--- src/rtl/seq_pkg.sv ---
// Shared definitions for the sequence detector.
//   DEFAULT_PATTERN : 8-bit pattern, bit 7 received first
//   PAT_LEN         : pattern length in bits
//   lock_state_t    : frame-lock FSM states
//   match_state_t   : matcher states, one per matched prefix length
//   kmp_next()      : prefix-automaton transition used to build the matcher table
package seq_pkg;

  localparam int PAT_LEN = 8;
  localparam logic [PAT_LEN-1:0] DEFAULT_PATTERN = 8'b11010101;

  typedef enum logic [1:0] {
    HUNT   = 2'd0,
    VERIFY = 2'd1,
    LOCKED = 2'd2
  } lock_state_t;

  typedef enum logic [2:0] {
    M0 = 3'd0, M1 = 3'd1, M2 = 3'd2, M3 = 3'd3,
    M4 = 3'd4, M5 = 3'd5, M6 = 3'd6, M7 = 3'd7
  } match_state_t;

  // Longest proper pattern prefix (length < PAT_LEN) that is a suffix of
  // (first 'state' pattern bits followed by b). A full match therefore lands
  // on the pattern's border, which is the restart point for overlapping hits.
  function automatic logic [2:0] kmp_next(input int state, input logic b,
                                          input logic [PAT_LEN-1:0] pat);
    logic [2:0] best;
    logic       ok;
    logic       sym;
    int         pos;
    best = '0;
    for (int k = 1; k < PAT_LEN; k++) begin
      if (k <= state + 1) begin
        ok = 1'b1;
        for (int j = 0; j < k; j++) begin
          pos = state + 1 - k + j;
          sym = (pos == state) ? b : pat[PAT_LEN-1-pos];
          if (sym != pat[PAT_LEN-1-j]) ok = 1'b0;
        end
        if (ok) best = 3'(k);
      end
    end
    return best;
  endfunction

endpackage

--- src/rtl/seq_match_fsm.sv ---
// Overlapping pattern matcher for a serial bit stream.
//   clk      : rising-edge clock
//   reset    : asynchronous active-high reset, returns to M0
//   in_valid : in_bit carries a stream bit this cycle
//   in_bit   : serial data bit
//   hit      : combinational, high in the valid cycle carrying the final pattern bit
//
// state | meaning
// M0-M7 | number of leading pattern bits currently matched
module seq_match_fsm
  import seq_pkg::*;
#(
  parameter logic [PAT_LEN-1:0] PATTERN = DEFAULT_PATTERN
) (
  input  logic clk,
  input  logic reset,
  input  logic in_valid,
  input  logic in_bit,
  output logic hit
);

  match_state_t state;
  match_state_t state_next;
  match_state_t nxt_tbl [PAT_LEN][2];

  // Transition table derived from the pattern at elaboration.
  for (genvar s = 0; s < PAT_LEN; s++) begin : g_state
    for (genvar b = 0; b < 2; b++) begin : g_bit
      localparam logic [2:0] NXT = kmp_next(s, 1'(b), PATTERN);
      assign nxt_tbl[s][b] = match_state_t'(NXT);
    end
  end

  always_ff @(posedge clk or posedge reset) begin
    if (reset) begin
      state <= M0;
    end else if (in_valid) begin
      state <= state_next;
    end
  end

  always_comb begin
    state_next = nxt_tbl[state][in_bit];
  end

  always_comb begin
    hit = in_valid && (state == M7) && (in_bit == PATTERN[0]);
  end

endmodule

--- src/rtl/sequence_detector.sv ---
// Serial pattern detector with match pulse, saturating match counter and
// frame-lock tracking.
//   clk         : rising-edge clock
//   reset       : asynchronous active-high reset
//   in_valid    : in_bit carries a stream bit this cycle
//   in_bit      : serial data bit
//   clear_count : synchronous clear of match_count, wins over a same-cycle hit
//   match       : one-cycle pulse after the valid bit completing the pattern
//   locked      : frame lock achieved
//   match_count : saturating count of matches
//
// state  | meaning
// HUNT   | no frame alignment, waiting for any hit
// VERIFY | candidate alignment, counting hits on consecutive frame boundaries
// LOCKED | aligned, counting consecutive boundary misses
module sequence_detector
  import seq_pkg::*;
#(
  parameter int                 PAT_LEN  = seq_pkg::PAT_LEN,
  parameter logic [PAT_LEN-1:0] PATTERN  = DEFAULT_PATTERN,
  parameter int                 LOCK_N   = 3,
  parameter int                 UNLOCK_N = 2,
  parameter int                 CNT_W    = 8
) (
  input  logic             clk,
  input  logic             reset,
  input  logic             in_valid,
  input  logic             in_bit,
  input  logic             clear_count,
  output logic             match,
  output logic             locked,
  output logic [CNT_W-1:0] match_count
);

  localparam int FW = $clog2(PAT_LEN);
  localparam int CW = (LOCK_N < 2) ? 1 : $clog2(LOCK_N + 1);
  localparam int MW = (UNLOCK_N < 2) ? 1 : $clog2(UNLOCK_N + 1);

  logic          hit;
  lock_state_t   lock_state, lock_next;
  logic [FW-1:0] frame_cnt, frame_next;
  logic [CW-1:0] confirm, confirm_next, confirm_inc;
  logic [MW-1:0] miss, miss_next, miss_inc;
  logic          boundary;

  seq_match_fsm #(
    .PATTERN (PATTERN)
  ) u_match (
    .clk      (clk),
    .reset    (reset),
    .in_valid (in_valid),
    .in_bit   (in_bit),
    .hit      (hit)
  );

  // frame_cnt is 0 on the first bit after an alignment point, so the
  // PAT_LEN-th valid bit is the next boundary.
  assign boundary    = (frame_cnt == FW'(PAT_LEN - 1));
  assign confirm_inc = confirm + CW'(1);
  assign miss_inc    = miss + MW'(1);

  always_ff @(posedge clk or posedge reset) begin
    if (reset) begin
      lock_state <= HUNT;
      frame_cnt  <= '0;
      confirm    <= '0;
      miss       <= '0;
      match      <= 1'b0;
      locked     <= 1'b0;
    end else begin
      lock_state <= lock_next;
      frame_cnt  <= frame_next;
      confirm    <= confirm_next;
      miss       <= miss_next;
      match      <= hit;
      locked     <= (lock_next == LOCKED);
    end
  end

  always_comb begin
    lock_next    = lock_state;
    frame_next   = frame_cnt;
    confirm_next = confirm;
    miss_next    = miss;
    if (in_valid) begin
      unique case (lock_state)
        HUNT: begin
          if (hit) begin
            frame_next = '0;
            miss_next  = '0;
            if (LOCK_N == 1) begin
              lock_next = LOCKED;
            end else begin
              lock_next    = VERIFY;
              confirm_next = CW'(1);
            end
          end
        end
        VERIFY: begin
          if (boundary) begin
            frame_next = '0;
            if (hit) begin
              confirm_next = confirm_inc;
              if (confirm_inc == CW'(LOCK_N)) begin
                lock_next = LOCKED;
                miss_next = '0;
              end
            end else begin
              lock_next = HUNT;
            end
          end else begin
            frame_next = frame_cnt + FW'(1);
          end
        end
        LOCKED: begin
          if (boundary) begin
            frame_next = '0;
            if (hit) begin
              miss_next = '0;
            end else begin
              miss_next = miss_inc;
              if (miss_inc == MW'(UNLOCK_N)) lock_next = HUNT;
            end
          end else begin
            frame_next = frame_cnt + FW'(1);
          end
        end
        default: lock_next = HUNT;
      endcase
    end
  end

  always_ff @(posedge clk or posedge reset) begin
    if (reset) begin
      match_count <= '0;
    end else if (clear_count) begin
      match_count <= '0;
    end else if (hit && (match_count != '1)) begin
      match_count <= match_count + CNT_W'(1);
    end
  end

endmodule

--- config.mk ---
export PLATFORM = sky130hd
export DESIGN_NAME = sequence_detector
export DESIGN_NICKNAME = d
export VERILOG_FILES = /design/src/rtl/seq_pkg.sv /design/src/rtl/seq_match_fsm.sv /design/src/rtl/sequence_detector.sv
export SDC_FILE = /design/constraint.sdc
export NUM_CORES = 1
export LEC_CHECK = 0
export CAP_MARGIN = 25
export CORE_MARGIN = 4
export CORE_UTILIZATION = 50
export CTS_CLUSTER_DIAMETER = 100
export CTS_CLUSTER_SIZE = 14
export DETAILED_ROUTE_END_ITERATION = 10
export DONT_BUFFER_PORTS = 1
export HOLD_SLACK_MARGIN = 0.15
export REMOVE_ABC_BUFFERS = 1
export SETUP_SLACK_MARGIN = 0.15
export SLEW_MARGIN = 5
export SYNTH_ARGS = -nofsm -noshare
export SYNTH_HDL_FRONTEND = slang
export SYNTH_SLANG_ARGS = --single-unit
--- constraint.sdc ---
create_clock -name clk -period 4 [get_ports clk]
set_input_delay 0.8 -clock clk [delete_from_list [all_inputs] [get_ports clk]]
set_output_delay 0.8 -clock clk [all_outputs]
set_load 0.05 [all_outputs]
* Yosys cells after proc, flatten, opt, wreduce, memory -nomap -nowiden
Memory sizes are Yosys's and may differ from the RTL's. Index checks and enable logic that the tools add are counted.
Storage, ports and cells: memory bits (read-only) 48, memories kept 1, register bits after elaboration 22, bits of input ports 5, output and inout port bits 10, logic and storage cells 72
Operators by class: eq/ne operators 13, $lt $le $gt $ge 2, $add $sub $neg 4, bitwise operators 2, mux-type cells 30, reductions and logical operators 12
Memory list:
- (no name shown) | depth 8, width 6, read ports 1, clocked after memory_dff 0, wr ports 0, line seq_match_fsm.sv:43 | state_next = nxt_tbl[state][in_bit];
Operators with widths (count):
- two-way mux 2 bit | 17
- two-way mux 8 bit | 2
- two-way mux 3 bit | 5
- two-way mux 6 bit | 2
- case mux 2 bit (3 select lines) | 2
- != test 2 bit (second input constant) | 5
- adder 8 x 1 -> 8 bit (second input constant) | 1
- equality test 2 bit (second input constant) | 4
- != test 8 bit (second input constant) | 1
- AND reduction 7 bit | 1
- equality test 3 bit (second input constant) | 2
- case mux 3 bit (2 select lines) | 1
- nonzero test 2 bit | 3
- AND reduction 5 bit | 1
- adder 2 x 1 -> 2 bit (second input constant) | 2
- greater-or-equal comparator 4 bit (second input constant) | 1
- inverter 3 -> 4 bit | 1
- case mux 2 bit (2 select lines) | 1
- adder 3 x 1 -> 3 bit (second input constant) | 1
- logical AND 1 bit | 3
- AND reduction 3 bit | 1
- nonzero test 3 bit | 1
- equality test 2 x 1 -> 1 bit (second input constant) | 1
- greater-or-equal comparator 2 bit (second input constant) | 1
- 3 further kinds | 3

* Longest topological paths before layout
depth in word-level cells 8, depth in mapped cells 7, gate-level depth less buffers 6

* Cells and area by module
Synthesis repeated with hierarchy kept, for this count alone.
Second synthesis, totals: cells, all modules 141, area, all modules 1395.1 µm²
Modules (own cells, without submodules):
- sequence_detector | area each 1144.8 µm², seq. area each 475.5 µm², cells an instance 116, times used 1
- seq_match_fsm | area each 250.2 µm², seq. area each 75.1 µm², cells an instance 25, times used 1

* Worst setup path after synthesis
OpenSTA, ideal clock, no wires.
kind input to register, start point input port in_bit, end point register miss[0], path slack 2101 ps, cell stages on the path 5, arrival 1775 ps, required time 3875 ps, path through buf_4 -> nand3_1 -> a2111oi_2 -> o21bai_1 -> mux2_2
Between the ends: longest elaborated chain between the ends 4, elaborated cells between the ends (all ways) 7
RTL lines:
- start: declaration | line sequence_detector.sv:28 | input logic in_bit,
- logical AND 1 bit * | line seq_match_fsm.sv:47 | hit = in_valid && (state == M7) && (in_bit == PATTERN[0]);
- two-way mux 2 bit | line sequence_detector.sv:118 | if (hit) begin
- two-way mux 2 bit | line sequence_detector.sv:116 | if (boundary) begin
- case mux 2 bit (3 select lines) | line sequence_detector.sv:86 | unique case (lock_state)
- end signal: assignment | line sequence_detector.sv:74 | miss <= miss_next;
- end: declaration | line sequence_detector.sv:43 | logic [MW-1:0] miss, miss_next, miss_inc;
Mark *: on every way between the ends. The rest lies on a longest branch, timed or not. The select of a mux whose other input is x is not followed. A chain may end at the register's enable or synchronous reset.

* Final worst setup path
start point register match_count[0], end point register match_count[1]
Between the ends: longest elaborated chain between the ends 3, elaborated cells between the ends (all ways) 6
RTL lines:
- start: declaration | line sequence_detector.sv:32 | output logic [CNT_W-1:0] match_count
- start signal: assignment | line sequence_detector.sv:139 | match_count <= match_count + CNT_W'(1);
- adder 8 x 1 -> 8 bit or != test 8 bit (tied branches) | line sequence_detector.sv:139, sequence_detector.sv:138
- two-way mux 8 bit or logical AND 1 bit (tied branches) | line sequence_detector.sv:138 | end else if (hit && (match_count != '1)) begin
- two-way mux 8 bit or nonzero test 2 bit (tied branches)
Several ways; a longest one is shown, not always the timed one. The select of a mux whose other input is x is not followed.

==> insert_results.sql <==
INSERT INTO impl_metrics (metric_group, metric, value, unit) VALUES
('status', 'status', 'complete, no violations', ''),
('synth', 'post-synth-top-area-fraction', '0.404', ''),
('clock_network', 'clkSinkCount', '22', ''),
('timing', 'max_freq', '0.494', 'GHz'),
('synth', 'synth.most_common_cell', 'sky130_fd_sc_hd__dfrtp_1', ''),
('die', 'chipHeight', '60.2', 'µm'),
('layout', 'final.fill_count', '222', ''),
('synth', 'ys_types', '40', ''),
('pwr', 'p_sw', '202', 'µW'),
('route', 'dr.first_iter.drc_count', '40', ''),
('synth', 'syn_inst', '140', ''),
('synth', 'postSynthRegisterBits', '22', ''),
('timing', 'grt_setup_unrepaired', 'false', ''),
('pwr', 'proportion_of_power_drawn_by_the_clock_network', '0.269', ''),
('layout', 'post_layout_cell_count', '170', ''),
('layout', 'area_added_between_synthesis_and_finish', '4.40', '%'),
('clock_network', 'cts_hold_repair.buffers', '0', ''),
('worst_setup_path', 'worst_setup_path_startpoint', 'match_count[0]', ''),
('worst_setup_path', 'worstRegToRegCells', '5', ''),
('synth', 'synth_largest_area_cell', 'sky130_fd_sc_hd__dfrtp_1', ''),
('clock_network', 'worstSkewPairLatency', '310', 'ps'),
('pwr', 'share_seq_of_total_power', '0.468', ''),
('synth', 'post_synth_most_frequent_cells', 'sky130_fd_sc_hd__dfrtp_1, sky130_fd_sc_hd__nor2_1, sky130_fd_sc_hd__ha_1, sky130_fd_sc_hd__inv_1, sky130_fd_sc_hd__o21ai_0', ''),
('route', 'drc', '0', ''),
('worst_setup_path', 'worstPathCellList', 'ha_1 > nand4_1 > o21ai_0 > mux2i_1 > nor2_1', ''),
('clock_network', 'clk_pin_slew', '130', 'ps'),
('route', 'vias', '977', ''),
('route', 'routed_via_density', '5.75', ''),
('clock_network', 'post_cts_buffers', '0', ''),
('worst_setup_path', 'reg2reg_setup_slack', '1970', 'ps'),
('die', 'rows', '18', ''),
('timing', 'layout_min_cycle_time', '2030', 'ps'),
('clock_network', 'tritoncts.num_buffers', '3', ''),
('die', 'initial_core_util', '0.536', ''),
('synth', 'syn_area_per_cell', '9.74', 'µm²'),
('worst_setup_path', 'critical_path.top_delay_family', 'flip-flops', ''),
('synth', 'synth-edff-count', '0', ''),
('worst_setup_path', 'cp-endpoint', 'match_count[1]', ''),
('worst_setup_path', 'worst_path_largest_cell_delay', '700', 'ps'),
('route', 'drt_pass1_iterations', '4', ''),
('route', 'antenna_violating_nets_post_route', '0', ''),
('grt', 'maximum_number_of_pins_on_one_net_before_global_route_repair', '23', ''),
('grt', 'grt.overflow.total', '0', ''),
('synth', 'synth_warnings', '0', ''),
('pwr', 'internal_power', '433', 'µW'),
('synth', 'yosys-top-cells-area', 'sky130_fd_sc_hd__dfrtp_1, sky130_fd_sc_hd__ha_1, sky130_fd_sc_hd__nor2_1, sky130_fd_sc_hd__o21ai_0, sky130_fd_sc_hd__inv_1', ''),
('placement', 'io_buffer_count', '0', ''),
('die', 'die-area', '0.00363', 'mm²'),
('die', 'num_io_pins', '15', ''),
('pwr', 'cellLeakagePower', '0.664', 'nW'),
('worst_setup_path', 'startpoint_type_of_the_worst_setup_path', 'flop', ''),
('placement', 'routabilityCongestion', '0.760', ''),
('grt', 'track_usage', '0.148', ''),
('grt', 'first_global_vias', '913', ''),
('timing', 'finalHoldViolCount', '0', ''),
('clock_network', 'number_of_gates_given_a_new_drive_strength_after_cts', '0', ''),
('worst_setup_path', 'worstPathRequired', '4220', 'ps'),
('die', 'floorplan.core_area', '0.00254', 'mm²'),
('grt', 'first_pass_grt_wire_length', '4.04', 'mm'),
('worst_setup_path', 'setup_crit_end_kind', 'flop', ''),
('clock_network', 'cts_htree_levels', '1', ''),
('placement', 'dp.cells', '166', ''),
('placement', 'hpwl_after_detailed_placement', '1.76', 'mm'),
('timing', 'tns', '0', 'ps'),
('clock_network', 'cts_max_path_buffers', '2', ''),
('worst_setup_path', 'worst_r2r_endpoint', 'match_count[1]', ''),
('flow_run', 'maxCapViolCount', '0', ''),
('worst_setup_path', 'worst-endpoint-arrival', '2240', 'ps'),
('synth', 'synthArstFlopShare', '1.00', ''),
('layout', 'drive_above_1_share', '0.100', ''),
('synth', 'yosys_most_used_dff', 'sky130_fd_sc_hd__dfrtp_1', '');
==> placed cells by master (no fill, tap or decap), drive strengths merged, types with 2 or more instances in the layout <==
cell    count
and3        2
mux2i       2
o211ai      3
nor2       15
a211oi      2
a21oi       4
and2        3
inv        14
ha         13
nand2       6
a31oi       2
nand4       4
nand3       6
mux2        2
a311oi      2
nor2b       4
clkbuf      3
o21ai      12
xor2        5
dfrtp      22
a41o        2
==> power groups by stage <==
stage	registers (mW)	clock network, mW	logic (mW)
2_1_floorplan	0.293	0	0.143
3_3_place_gp	0.301	0	0.166
3_5_place_dp	0.302	0	0.169
4_1_cts	0.298	0.177	0.169
5_1_grt	0.304	0.187	0.200
6_report	0.298	0.171	0.167
==> sequential cells by signal (all words and copies together), names as in the netlist <==
name and flops:
frame_cnt 3, match_count 8, match 1, confirm 2
lock_state 2, miss 2, u_match.state 3, locked 1
==> per-layer routing <==
metal,part of all wire,global-route usage,wire length (µm),vias up
met4,0.013,0.0665,29,0
met2,0.47,0.228,1070,23
met5,0,0,0,-
li1,-,-,-,493
met1,0.48,0.195,1110,457
met3,0.043,0.0324,99,4
==> kinds of logic after synthesis <==
kind of cell / share of synthesized area
and+or+nand+nor: 0.160
AOI/OAI and AO/OA: 0.194
DFF: 0.404
buffers and inverters: 0.0605
adders and majority gates: 0.119
xor gates and xnor gates: 0.0321
muxes: 0.0312
==> final cells by class <==
cell class                 count  area share
clock buffer                   3      0.0158
inverter                      14      0.0369
tap                           30      0.0264
clock inverter                 1      0.0211
multi-input combinational    100       0.513
sequential                    22       0.387
==> worst min-delay path by stage <==
stage            startpoint              to  cells past startpoint
2_1_floorplan  frame_cnt[0]    frame_cnt[0]                      1
3_3_place_gp   frame_cnt[0]    frame_cnt[0]                      1
3_5_place_dp   frame_cnt[0]    frame_cnt[0]                      1
4_1_cts        frame_cnt[0]    frame_cnt[0]                      1
5_1_grt         clear_count  match_count[4]                      1
6_report       frame_cnt[0]    frame_cnt[0]                      1
==> through the flow <==
stage          hold slack [ps]  area [µm²]  utilization  power (mW)  setup WS (ps)
2_1_floorplan              457        1330            -       0.436           2150
4_1_cts                    516        1420        0.559       0.645           1990
5_1_grt                    501        1420        0.559       0.690           1820
6_report                   505        1420        0.559       0.636           1970
3_3_place_gp               467        1370        0.539       0.467           2030
3_5_place_dp               498        1370        0.539       0.471           2020
(Power assumes the default switching activity.)
